## config.mk

```make
export PLATFORM = sky130hd
export DESIGN_NAME = stream_fifo_link_flat
export DESIGN_NICKNAME = d
export VERILOG_FILES = /design/src/rtl/stream_fifo_pkg.sv /design/src/rtl/stream_fifo_link_if.sv /design/src/rtl/stream_fifo_mem.sv /design/src/rtl/stream_fifo_link.sv /design/src/flat_wrapper.sv
export SDC_FILE = /design/constraint.sdc
export NUM_CORES = 1
export LEC_CHECK = 0
export ABC_AREA = 1
export BUFFER_PORTS_ARGS = -buffer_cell sky130_fd_sc_hd__clkbuf_2
export CORE_AREA = 2 2 167 169
export CTS_BUF_LIST = sky130_fd_sc_hd__clkbuf_4
export DETAILED_ROUTE_END_ITERATION = 10
export DIE_AREA = 0 0 169 171
export GPL_TIMING_DRIVEN = 0
export HOLD_SLACK_MARGIN = 0.1
export PLACE_DENSITY = 0.63
export SETUP_SLACK_MARGIN = 0.15
export SYNTH_ARGS = -nofsm -noshare
export SYNTH_HDL_FRONTEND = slang
export SYNTH_HIERARCHICAL = 1
export SYNTH_SLANG_ARGS = --single-unit
```

## constraint.sdc

```tcl
create_clock -name CLK -period 6.29 [get_ports CLK]
set_clock_uncertainty 0.1 [all_clocks]
set_input_delay 1.258 -clock CLK [delete_from_list [all_inputs] [get_ports CLK]]
set_output_delay 1.258 -clock CLK [all_outputs]
set_load 0.02 [all_outputs]
```

## src/rtl/stream_fifo_pkg.sv

```systemverilog
// stream_fifo_pkg: token/count widths and occupancy states shared by the stream FIFO link
package stream_fifo_pkg;
    localparam int TOKEN_W = 16;
    localparam int COUNT_W = 16;
    typedef enum logic [1:0] {EMPTY = 2'd0, PARTIAL = 2'd1, FULL = 2'd2} link_state_e;
endpackage

```

## src/rtl/stream_fifo_link_if.sv

```systemverilog
// stream_fifo_link_if: producer-side write handshake and consumer-side read handshake of the link
interface stream_fifo_link_if #(
    parameter int WIDTH = stream_fifo_pkg::TOKEN_W
);
    logic [WIDTH-1:0]                   WR_DATA;
    logic                               WR_SEND;
    logic [stream_fifo_pkg::COUNT_W-1:0] WR_COUNT;
    logic                               WR_RDY;
    logic                               WR_ACK;
    logic [WIDTH-1:0]                   RD_DATA;
    logic                               RD_SEND;
    logic [stream_fifo_pkg::COUNT_W-1:0] RD_COUNT;
    logic                               RD_ACK;
    modport master (
        output WR_DATA, WR_SEND, WR_COUNT, RD_ACK,
        input  WR_RDY, WR_ACK, RD_DATA, RD_SEND, RD_COUNT
    );
    modport slave (
        input  WR_DATA, WR_SEND, WR_COUNT, RD_ACK,
        output WR_RDY, WR_ACK, RD_DATA, RD_SEND, RD_COUNT
    );
endinterface

```

## src/rtl/stream_fifo_mem.sv

```systemverilog
// stream_fifo_mem: DEPTH x WIDTH token store, one synchronous write port, asynchronous read
module stream_fifo_mem #(
    parameter int DEPTH = 16,
    parameter int WIDTH = 16,
    parameter int AW    = $clog2(DEPTH)
) (
    input  logic             clk_i,
    input  logic             we_i,
    input  logic [AW-1:0]    waddr_i,
    input  logic [WIDTH-1:0] wdata_i,
    input  logic [AW-1:0]    raddr_i,
    output logic [WIDTH-1:0] rdata_o
);
    logic [WIDTH-1:0] mem_q [DEPTH];

    always_ff @(posedge clk_i) begin
        if (we_i) mem_q[waddr_i] <= wdata_i;
    end

    assign rdata_o = mem_q[raddr_i];
endmodule

```

## src/rtl/stream_fifo_link.sv

```systemverilog
// stream_fifo_link: FWFT token FIFO between producer and consumer; STREAM_FIFO_LINK_STATUS_EN adds sticky OVERFLOW/UNDERFLOW
module stream_fifo_link import stream_fifo_pkg::*; #(
    parameter int DEPTH = 16,
    parameter int WIDTH = TOKEN_W
) (
    input  logic CLK,
    input  logic RESET,
`ifdef STREAM_FIFO_LINK_STATUS_EN
    output logic OVERFLOW,
    output logic UNDERFLOW,
`endif
    stream_fifo_link_if.slave bus
);
    localparam int AW = $clog2(DEPTH);
    localparam logic [AW:0] FULL_CNT = (AW+1)'(DEPTH);

    logic [AW-1:0]    wr_ptr_q, wr_ptr_d, rd_ptr_q, rd_ptr_d;
    logic [AW:0]      count_q, count_d;
    link_state_e      state_q, state_d;
    logic             wr_rdy_q, wr_rdy_d;
    logic             wr_en, rd_en, rd_send, wr_drop, rd_drop;
    logic [WIDTH-1:0] head;
    logic             unused_count;

    assign rd_send = state_q != EMPTY;
    assign wr_en   = bus.WR_SEND & wr_rdy_q;
    assign rd_en   = bus.RD_ACK & rd_send;
    assign wr_drop = bus.WR_SEND & ~wr_rdy_q;
    assign rd_drop = bus.RD_ACK & ~rd_send;

    always_comb begin
        wr_ptr_d = wr_ptr_q + AW'(wr_en);
        rd_ptr_d = rd_ptr_q + AW'(rd_en);
        count_d  = count_q + (AW+1)'(wr_en) - (AW+1)'(rd_en);
        state_d  = count_d == '0 ? EMPTY : count_d == FULL_CNT ? FULL : PARTIAL;
        wr_rdy_d = count_d != FULL_CNT;
    end

    always_ff @(posedge CLK) begin
        if (RESET) begin
            wr_ptr_q <= '0;
            rd_ptr_q <= '0;
            count_q  <= '0;
            state_q  <= EMPTY;
            wr_rdy_q <= 1'b1;
        end else begin
            wr_ptr_q <= wr_ptr_d;
            rd_ptr_q <= rd_ptr_d;
            count_q  <= count_d;
            state_q  <= state_d;
            wr_rdy_q <= wr_rdy_d;
        end
    end

    stream_fifo_mem #(.DEPTH(DEPTH), .WIDTH(WIDTH)) u_mem (
        .clk_i   (CLK),
        .we_i    (wr_en & ~RESET),
        .waddr_i (wr_ptr_q),
        .wdata_i (bus.WR_DATA),
        .raddr_i (rd_ptr_q),
        .rdata_o (head)
    );

    // storage is never cleared, so the head is masked while the link is empty
    assign bus.RD_DATA  = rd_send ? head : '0;
    assign bus.RD_SEND  = rd_send;
    assign bus.RD_COUNT = COUNT_W'(count_q);
    assign bus.WR_RDY   = wr_rdy_q;
    assign bus.WR_ACK   = wr_en;
    assign unused_count = ^bus.WR_COUNT;

`ifdef STREAM_FIFO_LINK_STATUS_EN
    logic overflow_q, underflow_q;

    always_ff @(posedge CLK) begin
        if (RESET) begin
            overflow_q  <= 1'b0;
            underflow_q <= 1'b0;
        end else begin
            overflow_q  <= overflow_q | wr_drop;
            underflow_q <= underflow_q | rd_drop;
        end
    end

    assign OVERFLOW  = overflow_q;
    assign UNDERFLOW = underflow_q;
`else
    logic unused_drop;
    assign unused_drop = wr_drop ^ rd_drop;
`endif
endmodule

```

## src/flat_wrapper.sv

```systemverilog
// flat-port wrapper written by rule: the top's interface ports become plain ports
module stream_fifo_link_flat import stream_fifo_pkg::*;
#(
    parameter int DEPTH = 16,
    parameter int WIDTH = TOKEN_W
)
  (CLK, RESET, bus_WR_DATA, bus_WR_SEND, bus_WR_COUNT, bus_RD_ACK, bus_WR_RDY, bus_WR_ACK, bus_RD_DATA, bus_RD_SEND, bus_RD_COUNT);
  stream_fifo_link_if #(.WIDTH(WIDTH)) bus_i ();
  input  logic CLK;
  input  logic RESET;
  input wire logic [$bits(bus_i.WR_DATA)-1:0] bus_WR_DATA;
  input wire logic [$bits(bus_i.WR_SEND)-1:0] bus_WR_SEND;
  input wire logic [$bits(bus_i.WR_COUNT)-1:0] bus_WR_COUNT;
  input wire logic [$bits(bus_i.RD_ACK)-1:0] bus_RD_ACK;
  output wire logic [$bits(bus_i.WR_RDY)-1:0] bus_WR_RDY;
  output wire logic [$bits(bus_i.WR_ACK)-1:0] bus_WR_ACK;
  output wire logic [$bits(bus_i.RD_DATA)-1:0] bus_RD_DATA;
  output wire logic [$bits(bus_i.RD_SEND)-1:0] bus_RD_SEND;
  output wire logic [$bits(bus_i.RD_COUNT)-1:0] bus_RD_COUNT;
  assign bus_i.WR_DATA = bus_WR_DATA;
  assign bus_i.WR_SEND = bus_WR_SEND;
  assign bus_i.WR_COUNT = bus_WR_COUNT;
  assign bus_i.RD_ACK = bus_RD_ACK;
  assign bus_WR_RDY = bus_i.WR_RDY;
  assign bus_WR_ACK = bus_i.WR_ACK;
  assign bus_RD_DATA = bus_i.RD_DATA;
  assign bus_RD_SEND = bus_i.RD_SEND;
  assign bus_RD_COUNT = bus_i.RD_COUNT;
  stream_fifo_link #(.DEPTH(DEPTH), .WIDTH(WIDTH)) u_core (.CLK(CLK), .RESET(RESET), .bus(bus_i));
endmodule
```

==> flow_summary_export.csv, run 1 <==
group,metric,value,unit
outcome,run_status,"completed",
setup_path,setup.worst_path.class,"register to output pin",
die,die_width,169,microns
setup_path,critPathMaxStageDelay,0.51,ns
setup_path,cp_data_arrival_time,2.76,ns
global_routing,grt_max_degree,17,
timing,hold_violations,0,
route,routed_wl,30450,microns
power_and_ir_drop,max-vdd-ir-drop,175.4,uV
die,start_util,0.4421,
timing,final-setup-viol-count,0,
die,core_area,27320,sq um
route,wire_per_inst,17.43,microns
route,drt-pass1-iter-count,5,
global_routing,first_global_vias,8229,
timing,slew_viol_final,0,
setup_path,number_of_buffers_and_inverters_on_the_critical_path,4,
logic_synthesis,postSynthRegisterBits,272,
route,drt-initial-drc-count,850,
cts,tritoncts.num_buffers,72,
cts,cts_sinks,272,
setup_path,timing.rr.start,"u_core/state_q[0]",
timing,maxClockFrequency,242.7,MHz
final_layout,layout_overhead_on_the_synthesized_area,15.66,%
setup_path,setup.worst_path.end_class,"output pin",
setup_path,critical_path.cell_chain,"inv_2, clkbuf_1, nand3_1, nand3_1, nand3_1, nand2_1, inv_1, nor2_1, clkbuf_2",
cts,clockBufferDepth,3,
route,drcViolationCount,0,
power_and_ir_drop,sequentialPowerShare,0.428,
cts,cts.repair_timing.setup_buffer_count,0,
power_and_ir_drop,power.static_leakage,6.250,nW
place,buffer_ports.inserted,43,
setup_path,setup.worst_path.start,"u_core/rd_ptr_q[1]",
power_and_ir_drop,report.power.total,4.813,mW
timing,timing.slew.headroom,0.4625,
min_path,holdCritPathClass,"register to register",
timing,post-route-min-period,4.120,ns
power_and_ir_drop,swShare,0.3261,
logic_synthesis,synthesis.area,12080,sq um
die,die-height,171,microns
cts,cells_resized_by_post_cts_repair,0,
power_and_ir_drop,power_switching,1.569,mW
cts,hold_buffers,0,
global_routing,congestion_overflow_gr,0,
cts,tritoncts,"yes",
timing,period_share,0.6551,
setup_path,critical_path_peak_fanout,10,
die,rows,61,
cts,clk_pin_slew_worst_paths,0.07,ns
logic_synthesis,netlist_instances,1208,
logic_synthesis,synth-warning-count,6,
setup_path,crit_required,4.93,ns
global_routing,global_route.usage.total,0.2155,
power_and_ir_drop,clkPwrFrac,0.318,
power_and_ir_drop,internal-power,3.243,mW
timing,tightest_slew,0.8062,ns
setup_path,crit_path_start_kind,"register",
setup_path,critical-path-slowest-cell,"sky130_fd_sc_hd__clkbuf_1",
route,route.vias.total,8627,
logic_synthesis,syn_area_per_cell,10.00,sq um
die,floorplan.io_pins,71,
die,fp.dieArea,28900,sq um
place,placed_wire_length_estimate_after_detailed_placement,20520,microns
place,weighted_congestion_reported_at_the_end_of_routability_driven_placement,0.8091,
final_layout,mostFrequentLayoutCells,"sky130_fd_sc_hd__nand2_1, sky130_fd_sc_hd__edfxtp_1, sky130_fd_sc_hd__inv_1",
cts,clk-insertion-delay-late,0.65,ns
route,drt-vias-per-instance,4.938,
timing,setup_repair_after_global_routing_missed_its_margin,"false",
final_layout,most_common_cell_after_layout_fill_and_taps_aside,"sky130_fd_sc_hd__nand2_1",
power_and_ir_drop,power.density_cell_area,344.5,nW/um^2
route,antenna_left,0,
min_path,worst_hold_startpoint,"u_core/rd_ptr_q[3]",
cts,cts_htree_levels,3,
setup_path,worst_path_most_repeated_cell,"sky130_fd_sc_hd__nand3_1",
setup_path,worst_path_dominant_cell_family,"buffers and inverters",
power_and_ir_drop,power_frac_comb,0.254,
timing,totalNegativeSetupSlack,0,ns
global_routing,grt_antenna_before_repair,1,
final_layout,layout-drive-gt1-share,0.1787,
logic_synthesis,synth.distinct_cells,27,
global_routing,grt_first_pass_wirelength,46100,microns
final_layout,final_nets,1395,
run,maxCapViolations,0,
logic_synthesis,synth_sequential_area_ratio,0.6629,
cts,ctsRootBufferMaster,"sky130_fd_sc_hd__clkbuf_4",
-- path summary, 6_finish.rpt --
path | to | slack (ns) | depth (start not counted)
worst max-delay path | bus_RD_DATA[6] | 2.17 | 9
worst min-delay path | u_core/rd_ptr_q[3] | 0.42 | 2
worst max register to register | u_core/state_q[0] | 4.08 | 13
worst min register to register | u_core/rd_ptr_q[3] | 0.42 | 2
-- cell usage after synthesis --
library cell               number  area, sq um
sky130_fd_sc_hd__a21oi_1        3        15.01
sky130_fd_sc_hd__or2_1          1        6.260
sky130_fd_sc_hd__dfxtp_1       16        320.3
sky130_fd_sc_hd__nor2_4         2        22.52
sky130_fd_sc_hd__xor2_1         1        8.760
sky130_fd_sc_hd__nand3_2        1        10.01
sky130_fd_sc_hd__nor2_1        45        168.9
sky130_fd_sc_hd__ha_1           7        87.58
sky130_fd_sc_hd__nand3b_1       2        15.01
sky130_fd_sc_hd__buf_1          1        3.750
sky130_fd_sc_hd__a21oi_2        1        8.760
sky130_fd_sc_hd__edfxtp_1     256         7687
sky130_fd_sc_hd__clkbuf_1      10        37.54
sky130_fd_sc_hd__nor3_1         1        5.000
sky130_fd_sc_hd__nand2_2        3        18.77
sky130_fd_sc_hd__buf_2         20        100.1
sky130_fd_sc_hd__xnor2_1        2        17.52
sky130_fd_sc_hd__inv_2          2        7.510
sky130_fd_sc_hd__nor2_2         2        12.51
sky130_fd_sc_hd__buf_6          3        33.78
sky130_fd_sc_hd__nand3_1      200         1001
sky130_fd_sc_hd__conb_1         1        3.750
sky130_fd_sc_hd__nand4_1        1        6.260
sky130_fd_sc_hd__buf_4         30        225.2
sky130_fd_sc_hd__inv_1        236        885.9
sky130_fd_sc_hd__fa_1           1        20.02
sky130_fd_sc_hd__nand2_1      360         1351
-- per-stage QoR --
stage | std cells | util | hold slack, ns | area [sq um] | setup WS, ns
detailed placement | 1623 | 0.4781 | 0.4077 | 13060 | 2.886
CTS | 1745 | 0.5112 | 0.4212 | 13970 | 2.193
global route | 1746 | 0.5113 | 0.4496 | 13970 | 1.978
floorplan | 1218 | - | 0.3689 | 12120 | 3.326
finish | 1747 | 0.5114 | 0.4212 | 13970 | 2.170
global placement | 1607 | 0.4672 | 0.3841 | 12770 | 2.400
-- power groups by stage --
stage	clock, mW	sequential (mW)	combinational (mW)
after global placement	0	2.10	1.18
after CTS	1.56	2.06	1.22
after floorplan	0	2.11	0.794
final	1.53	2.06	1.22
after global routing	1.65	2.06	1.36
after detailed placement	0	2.10	1.21
-- flip-flops by register name, summed over array words and instances, names as in the netlist --
register / count
u_core/bus.WR_RDY: 1
u_core/count_q: 5
u_core/rd_ptr_q: 4
u_core/state_q: 2
u_core/u_mem/mem_q: 256
u_core/wr_ptr_q: 4
-- metal layers --
metal  GRT usage  vias up  routed length, microns
met5           0        -                       0
met4     0.09365        0                     985
met3     0.04557       65                    2639
met2      0.3607      378                   14430
met1      0.2725     4038                   12400
li1            -     4146                       -
-- cell type report --
type                       instances  area [sq um]
inverter                         238         893.4
sequential                       272          8008
clock inverter                    19         130.1
buffer                            64         400.4
tap                              346         432.9
timing repair buffer              59         473.0
multi-input combinational        644          2856
clock buffer                     103         773.2
fill                            2448         13350
antenna                            2         5.005
-- cells by family after synthesis --
family	after synthesis	synth area share
buffers and inverters	302	0.1071
DFF	272	0.6629
xor gates and xnor gates	3	0.002175
and+or+nand+nor	618	0.2167
other	1	0.0003104
AOI/OAI and AO/OA	4	0.001968
adders and majority gates	8	0.008907
-- worst min-delay path: stages (launching register included) --
cell                      delay (ns)
sky130_fd_sc_hd__dfxtp_1        0.35
sky130_fd_sc_hd__a21oi_1        0.05
sky130_fd_sc_hd__nor2_1         0.09
Note: power is estimated with default switching activity, not from simulation.
==> run 2: changes to the inputs <==
--- a/config.mk
+++ b/config.mk
@@ -5,12 +5,12 @@
 export SDC_FILE = /design/constraint.sdc
 export NUM_CORES = 1
 export LEC_CHECK = 0
-export ABC_AREA = 1
+export ABC_AREA = 0
 export BUFFER_PORTS_ARGS = -buffer_cell sky130_fd_sc_hd__clkbuf_2
-export CORE_AREA = 2 2 167 169
+export CORE_AREA = 2 2 157 159
 export CTS_BUF_LIST = sky130_fd_sc_hd__clkbuf_4
 export DETAILED_ROUTE_END_ITERATION = 10
-export DIE_AREA = 0 0 169 171
+export DIE_AREA = 0 0 159 161
 export GPL_TIMING_DRIVEN = 0
 export HOLD_SLACK_MARGIN = 0.1
 export PLACE_DENSITY = 0.63
==> constraint.sdc (replaced) <==
create_clock -name CLK -period 4.2 [get_ports CLK]
set_clock_uncertainty 0.1 [all_clocks]
set_input_delay 0.84 -clock CLK [delete_from_list [all_inputs] [get_ports CLK]]
set_output_delay 0.84 -clock CLK [all_outputs]
set_load 0.02 [all_outputs]
==> run 2 against run 1 <==
  * Synthesized cell count decreased by 57%
  * Register-to-register slack got worse by 2.7 ns
  * First-iteration DRC count decreased by 50%
  * Setup slack got worse by 1.8 ns
  * Via count decreased by 36%
  * Sequential share of layout area increased by 7.2 points
  * Design area decreased by 11%
  * Area after synthesis decreased by 12%
  * Clock-buffer cell count decreased by 6
  * Total power increased by 37%
  * Hold slack got worse by 0.047 ns
  * Cell count decreased by 41%
  * Largest cell class unchanged
==> flow_summary_export.csv, run 2 <==
group,metric,value,unit
power_and_ir_drop,power.static_leakage,4.165,nW
final_layout,largestRegisters,"u_core/u_mem/mem_q x256, u_core/count_q x5",
logic_synthesis,number_of_enable_flip_flop_cells_after_synthesis,256,
logic_synthesis,synth_mux_area_frac,0.1391,
place,placed_wire_length_estimate_after_detailed_placement,14730,microns
timing,layout_setup_ws,0.3298,ns
route,drcViolationCount,0,
setup_path,crit_required,3.26,ns
cts,clk-insertion-delay-late,0.65,ns
logic_synthesis,synth-async-reset-ratio,0,
route,drt-vias-per-instance,5.387,
timing,hold_violations,0,
global_routing,grt_antenna_before_repair,1,
route,drt-pass1-iter-count,5,
final_layout,largest_register_ffs,256,
final_layout,utilization,0.5183,
die,start_util,0.4437,
logic_synthesis,yosys.area.top_type,"sky130_fd_sc_hd__edfxtp_1",
route,antenna_left,0,
final_layout,final_cell_count_no_fill,1024,
die,die-height,161,microns
cts,ctsRootBufferMaster,"sky130_fd_sc_hd__clkbuf_4",
setup_path,r2r_slack,1.41,ns
logic_synthesis,synth_compound_area_frac,0.02730,
power_and_ir_drop,max-vdd-ir-drop,478.4,uV
final_layout,mostFrequentLayoutCells,"sky130_fd_sc_hd__edfxtp_1, sky130_fd_sc_hd__clkbuf_4, sky130_fd_sc_hd__mux4_2",
setup_path,critical_path_peak_fanout,10,
logic_synthesis,post_synth_most_frequent_cells,"sky130_fd_sc_hd__edfxtp_1, sky130_fd_sc_hd__mux4_2, sky130_fd_sc_hd__a22oi_1, sky130_fd_sc_hd__nor2_1, sky130_fd_sc_hd__and2_1",
setup_path,cp_data_arrival_time,2.93,ns
cts,tritoncts,"yes",
timing,maxClockFrequency,258.4,MHz
place,buffer_ports.inserted,43,
cts,cts_sinks,272,
outcome,run_status,"completed",
timing,setup_repair_after_global_routing_missed_its_margin,"false",
cts,cts_htree_levels,3,
logic_synthesis,syn_area_per_cell,20.64,sq um
timing,slew_viol_final,0,
die,die_width,159,microns
power_and_ir_drop,power.density_cell_area,532.4,nW/um^2
cts,tritoncts.num_buffers,72,
logic_synthesis,ys.flop_type,"sky130_fd_sc_hd__edfxtp_1",
final_layout,registers.top_by_ff_count,"u_core/u_mem/mem_q",
logic_synthesis,post_synth_fa_ha_maj_area_fraction,0.01012,
logic_synthesis,synth.distinct_cells,34,
setup_path,length_in_cells_of_the_worst_reg_to_reg_path,5,
timing,final-setup-viol-count,0,
min_path,holdCritPathClass,"primary input to register",
timing,period_share,0.9215,
global_routing,congestion_overflow_gr,0,
cts,clk_pin_slew_worst_paths,0.06,ns
setup_path,critical_r2r_capture,"u_core/u_mem/mem_q[0][12]",
die,floorplan.io_pins,71,
logic_synthesis,netlist_instances,515,
place,weighted_congestion_reported_at_the_end_of_routability_driven_placement,0.7332,
logic_synthesis,post_synth_and_or_nand_nor_area_fraction,0.03931,
timing,timing.slew.headroom,0.3683,
power_and_ir_drop,report.power.total,6.613,mW
global_routing,global_route.usage.total,0.1829,
global_routing,grt_first_pass_wirelength,34450,microns
setup_path,timing.rr.start,"u_core/bus.WR_RDY",
cts,clockBufferDepth,3,
place,dpl-instance-area,11620,sq um
die,fp.dieArea,25600,sq um
final_layout,final_nets,703,
route,wire_per_inst,22.12,microns
global_routing,first_global_vias,5907,
logic_synthesis,largest_family_of_logic_cells_by_synthesized_area,"multiplexers",
min_path,hold_path_end,"u_core/wr_ptr_q[1]",
timing,final.hold.worst_slack,0.3740,ns
logic_synthesis,yosys-top-cells-area,"sky130_fd_sc_hd__edfxtp_1, sky130_fd_sc_hd__mux4_2, sky130_fd_sc_hd__dfxtp_1",
cts,hold_buffers,0,
logic_synthesis,synth_xor_xnor_area_share,0.009062,
timing,tightest_slew,0.9424,ns
min_path,worst_hold_startpoint,"RESET",
logic_synthesis,post-synth-top-count-cell,"sky130_fd_sc_hd__edfxtp_1",
logic_synthesis,synthesis.area,10630,sq um
logic_synthesis,synth-warning-count,6,
place,detailedPlace.worstSlack,0.8296,ns
timing,post-route-min-period,3.870,ns
die,rows,57,
die,core_area,23960,sq um
final_layout,layout-drive-gt1-share,0.3734,
run,maxCapViolations,0,
global_routing,grt_max_degree,17,
setup_path,setup.worst_path.class,"register to output pin",
final_layout,postLayoutCellArea,12420,sq um
timing,totalNegativeSetupSlack,0,ns
logic_synthesis,synth_top_area_share,0.7231,
place,post-place-cells,909,
min_path,hold_depth,2,
setup_path,crit_path_start_kind,"register",
logic_synthesis,postSynthRegisterBits,272,
final_layout,most_common_cell_after_layout_fill_and_taps_aside,"sky130_fd_sc_hd__edfxtp_1",
logic_synthesis,synth_sequential_area_ratio,0.7532,
route,route.vias.total,5516,
route,drt-initial-drc-count,423,
setup_path,setup.worst_path.end_class,"output pin",
final_layout,fill_cells,1966,
route,routed_wl,22650,microns
final_layout,layout_overhead_on_the_synthesized_area,16.83,%
## run 2: cell count changes in the layout (fill, tap and decap cells not counted), moves of 16 or more
cell | before | now
sky130_fd_sc_hd__nand2_1 | 360 | 18
sky130_fd_sc_hd__inv_1 | 236 | 3
sky130_fd_sc_hd__nand3_1 | 200 | 2
sky130_fd_sc_hd__mux4_2 | 0 | 54
sky130_fd_sc_hd__a22oi_1 | 0 | 32
sky130_fd_sc_hd__and2_1 | 0 | 19
sky130_fd_sc_hd__nor2_1 | 29 | 10
sky130_fd_sc_hd__buf_2 | 20 | 4
sky130_fd_sc_hd__buf_4 | 30 | 14
## run 2: cells by family after synthesis
family | count (synthesis)
adders and majority gates | 8
other | 1
AOI/OAI and AO/OA | 38
xor gates and xnor gates | 11
muxes | 64
buffers and inverters | 38
DFF | 272
and+or+nand+nor | 83
## run 2: critical path: stages (launching register included)
cell	delay, ns
sky130_fd_sc_hd__dfxtp_1	0.36
sky130_fd_sc_hd__nor2_1	0.67
sky130_fd_sc_hd__clkbuf_1	0.55
sky130_fd_sc_hd__a22oi_1	0.24
sky130_fd_sc_hd__nand2_1	0.16
sky130_fd_sc_hd__and2_1	0.13
sky130_fd_sc_hd__clkbuf_2	0.16
## run 2: where the power goes
part           total [mW]  switching (mW)  internal, mW
Combinational        1.47           0.811         0.662
Clock                2.05           0.986          1.06
Sequential           3.09          0.0464          3.05
Total                6.61            1.84          4.77
## run 2: worst max path at each step
stage	start	to	depth (start not counted)
final	u_core/rd_ptr_q[2]	bus_RD_DATA[6]	6
after floorplan	bus_WR_SEND	u_core/u_mem/mem_q[0][0]	4
after detailed placement	bus_WR_SEND	u_core/u_mem/mem_q[0][12]	6
after CTS	u_core/rd_ptr_q[1]	bus_RD_DATA[6]	7
after global placement	bus_WR_SEND	u_core/u_mem/mem_q[0][9]	5
after global routing	u_core/rd_ptr_q[2]	bus_RD_DATA[6]	7
## run 2: what timing repair did
action | in CTS | in global routing
resized for setup | 1 | 5
endpoints found under the setup margin | 1 | 9
buffers inserted | 0 | 0
cloned | 0 | 0
## run 2: final cells by class
class	count	area, sq um	area share
Antenna cell	1	2.502	0.0002015
Buffer	35	222.7	0.01793
Clock buffer	97	728.2	0.05863
Clock inverter	17	67.56	0.005440
Inverter	3	11.26	0.0009066
Multi-Input combinational cell	215	2482	0.1999
Sequential cell	272	8008	0.6447
Tap cell	324	405.4	0.03264
Timing Repair Buffer	60	493.0	0.03969
## run 2: routing by layer
layer  track usage  vias to the layer above  share of wire
li1              -                     2425              -
met1        0.2369                     2830           0.42
met2        0.3008                      213           0.50
met3       0.04289                       48          0.060
met4       0.07727                        0          0.024
met5             0                        -              0
==> run 3: changes to the inputs <==
--- a/config.mk
+++ b/config.mk
@@ -13,7 +13,6 @@
 export DIE_AREA = 0 0 159 161
 export GPL_TIMING_DRIVEN = 0
 export HOLD_SLACK_MARGIN = 0.1
-export PLACE_DENSITY = 0.63
 export SETUP_SLACK_MARGIN = 0.15
 export SYNTH_ARGS = -nofsm -noshare
 export SYNTH_HDL_FRONTEND = slang
==> run 3 against run 2 <==
  * Design area is 1.0% higher
  * Largest cell class unchanged
  * Die area is the same
  * Cell count increased by 1.4%
  * Routed wire length is 1.7% higher
==> flow_summary_export.csv, run 3 (same netlist as run 2, synthesis figures left out) <==
group,metric,value,unit
outcome,run_status,"completed",
timing,period_share,0.9265,
route,drt-pass1-iter-count,4,
die,die-height,161,microns
global_routing,grt_antenna_before_repair,1,
timing,setup_repair_after_global_routing_missed_its_margin,"false",
min_path,hold_path_end,"u_core/wr_ptr_q[0]",
min_path,hold_depth,2,
final_layout,layout-drive-gt1-share,0.3820,
die,core_area,23960,sq um
final_layout,layout_overhead_on_the_synthesized_area,18.03,%
setup_path,setup.worst_path.class,"register to output pin",
timing,timing.slew.headroom,0.2849,
place,weighted_congestion_reported_at_the_end_of_routability_driven_placement,0.7258,
setup_path,critical_path.cell_chain,"nor2_1, clkbuf_1, a22oi_1, nand2_1, and2_1, clkbuf_2",
final_layout,utilization,0.5237,
die,die_width,159,microns
power_and_ir_drop,max-vdd-ir-drop,340.5,uV
min_path,worst_hold_startpoint,"RESET",
setup_path,critical_path_peak_fanout,10,
die,start_util,0.4437,
cts,cts_htree_levels,3,
timing,final-setup-viol-count,0,
global_routing,grt_max_degree,17,
cts,clockBufferDepth,3,
place,buffer_ports.inserted,43,
min_path,holdCritPathClass,"primary input to register",
cts,ctsRootBufferMaster,"sky130_fd_sc_hd__clkbuf_4",
timing,post-route-min-period,3.891,ns
setup_path,r2r_slack,1.64,ns
route,wire_per_inst,22.19,microns
power_and_ir_drop,power.density_cell_area,544.3,nW/um^2
setup_path,critical-path-slowest-cell,"sky130_fd_sc_hd__nor2_1",
final_layout,final_cell_count_no_fill,1038,
run,maxCapViolations,0,
global_routing,first_global_vias,5863,
global_routing,grt_first_pass_wirelength,34610,microns
route,route.vias.total,5472,
route,routed_wl,23030,microns
setup_path,timing.rr.start,"u_core/bus.WR_RDY",
cts,cts_sinks,272,
cts,cts.repair_timing.setup_buffer_count,0,
final_layout,final_nets,703,
global_routing,congestion_overflow_gr,0,
route,drt-initial-drc-count,443,
global_routing,global_route.usage.total,0.1858,
timing,maxClockFrequency,257.0,MHz
final_layout,largest_register_ffs,256,
timing,tightest_slew,1.067,ns
setup_path,critPathMaxStageDelay,0.64,ns
power_and_ir_drop,power.static_leakage,4.222,nW
setup_path,critical_r2r_capture,"u_core/u_mem/mem_q[12][11]",
route,drcViolationCount,0,
final_layout,largestRegisters,"u_core/u_mem/mem_q x256, u_core/count_q x5",
cts,tritoncts.num_buffers,71,
final_layout,registers.top_by_ff_count,"u_core/u_mem/mem_q",
place,post-place-cells,910,
cts,clk_pin_slew_worst_paths,0.06,ns
place,placed_wire_length_estimate_after_detailed_placement,15120,microns
setup_path,cp_data_arrival_time,2.95,ns
timing,totalNegativeSetupSlack,0,ns
route,drt-vias-per-instance,5.272,
final_layout,postLayoutCellArea,12550,sq um
setup_path,setup.worst_path.end_class,"output pin",
cts,clk-insertion-delay-late,0.64,ns
setup_path,crit_required,3.26,ns
die,floorplan.io_pins,71,
die,rows,57,
final_layout,mostFrequentLayoutCells,"sky130_fd_sc_hd__edfxtp_1, sky130_fd_sc_hd__clkbuf_4, sky130_fd_sc_hd__mux4_2",
timing,hold_violations,0,
place,dpl-instance-area,11610,sq um
setup_path,length_in_cells_of_the_worst_reg_to_reg_path,5,
setup_path,crit_path_start_kind,"register",
timing,slew_viol_final,0,
final_layout,most_common_cell_after_layout_fill_and_taps_aside,"sky130_fd_sc_hd__edfxtp_1",
cts,tritoncts,"yes",
die,fp.dieArea,25600,sq um
route,antenna_left,0,
run 3: cell count changes in the layout (fill, tap and decap cells not counted):
cell                              change
sky130_fd_sc_hd__clkbuf_4            +15
sky130_fd_sc_hd__buf_8                +3
sky130_fd_sc_hd__clkinv_2             -3
sky130_fd_sc_hd__buf_16               -2
sky130_fd_sc_hd__clkbuf_2             -2
sky130_fd_sc_hd__clkdlybuf4s15_2      +2
sky130_fd_sc_hd__inv_2                -2
sky130_fd_sc_hd__buf_1                +1
sky130_fd_sc_hd__buf_2                -1
sky130_fd_sc_hd__bufinv_16            +1
sky130_fd_sc_hd__clkinv_1             +1
sky130_fd_sc_hd__diode_2              +1
run 3: power breakdown:
part | switching, mW | internal, mW
clock | 0.995 | 1.27
sequential | 0.0468 | 3.05
combinational | 0.810 | 0.666
total | 1.85 | 4.98
run 3: worst max path at each step:
stage                     slack [ns]                         to  cells past startpoint                from
after global placement         -0.61  u_core/u_mem/mem_q[0][10]                      5         bus_WR_SEND
after detailed placement        0.80             bus_RD_DATA[6]                      7  u_core/rd_ptr_q[1]
after global routing            0.16             bus_RD_DATA[6]                      7  u_core/rd_ptr_q[3]
after floorplan                 0.68   u_core/u_mem/mem_q[0][0]                      4         bus_WR_SEND
final                           0.31             bus_RD_DATA[7]                      6  u_core/rd_ptr_q[2]
after CTS                       0.21             bus_RD_DATA[6]                      7  u_core/rd_ptr_q[1]
run 3: cell type report:
cell class | instances | area, sq um
Timing Repair Buffer | 61 | 483.0
Antenna cell | 2 | 5.005
Tap cell | 324 | 405.4
Fill cell | 1966 | 11410
Multi-Input combinational cell | 215 | 2482
Buffer | 35 | 234.0
Sequential cell | 272 | 8008
Clock buffer | 112 | 840.8
Clock inverter | 14 | 78.83
Inverter | 3 | 11.26
run 3: what timing repair did:
item                       in CTS  in global routing
gates cloned                    0                  0
hold buffers                    0                  0
setup endpoints to repair       3                  1
hold endpoints to repair        0                  0
resized for setup               4                  2
run 3: metrics by stage:
stage               power [mW]  setup WS, ns  hold WS, ns
floorplan                4.201        0.6790       0.4279
global placement         4.581       -0.6122       0.4495
detailed placement       4.641        0.8046       0.4919
CTS                      6.936        0.2077       0.3384
global route             7.189        0.1637       0.3796
finish                   6.829        0.3087       0.3843
run 3: routing by layer:
metal / global-route usage / share of wire / vias to the layer above
li1: - / - / 2421
met4: 0.08182 / 0.025 / 0
met5: 0 / 0 / -
met3: 0.04545 / 0.063 / 41
met2: 0.2885 / 0.47 / 199
met1: 0.2531 / 0.44 / 2811
run 3: critical path, delay by kind of cell (launching register included):
family          cells  cell delay, ns
compound gates      1            0.24
buf+inv             2            0.77
flops               1            0.37
simple gates        3            0.91
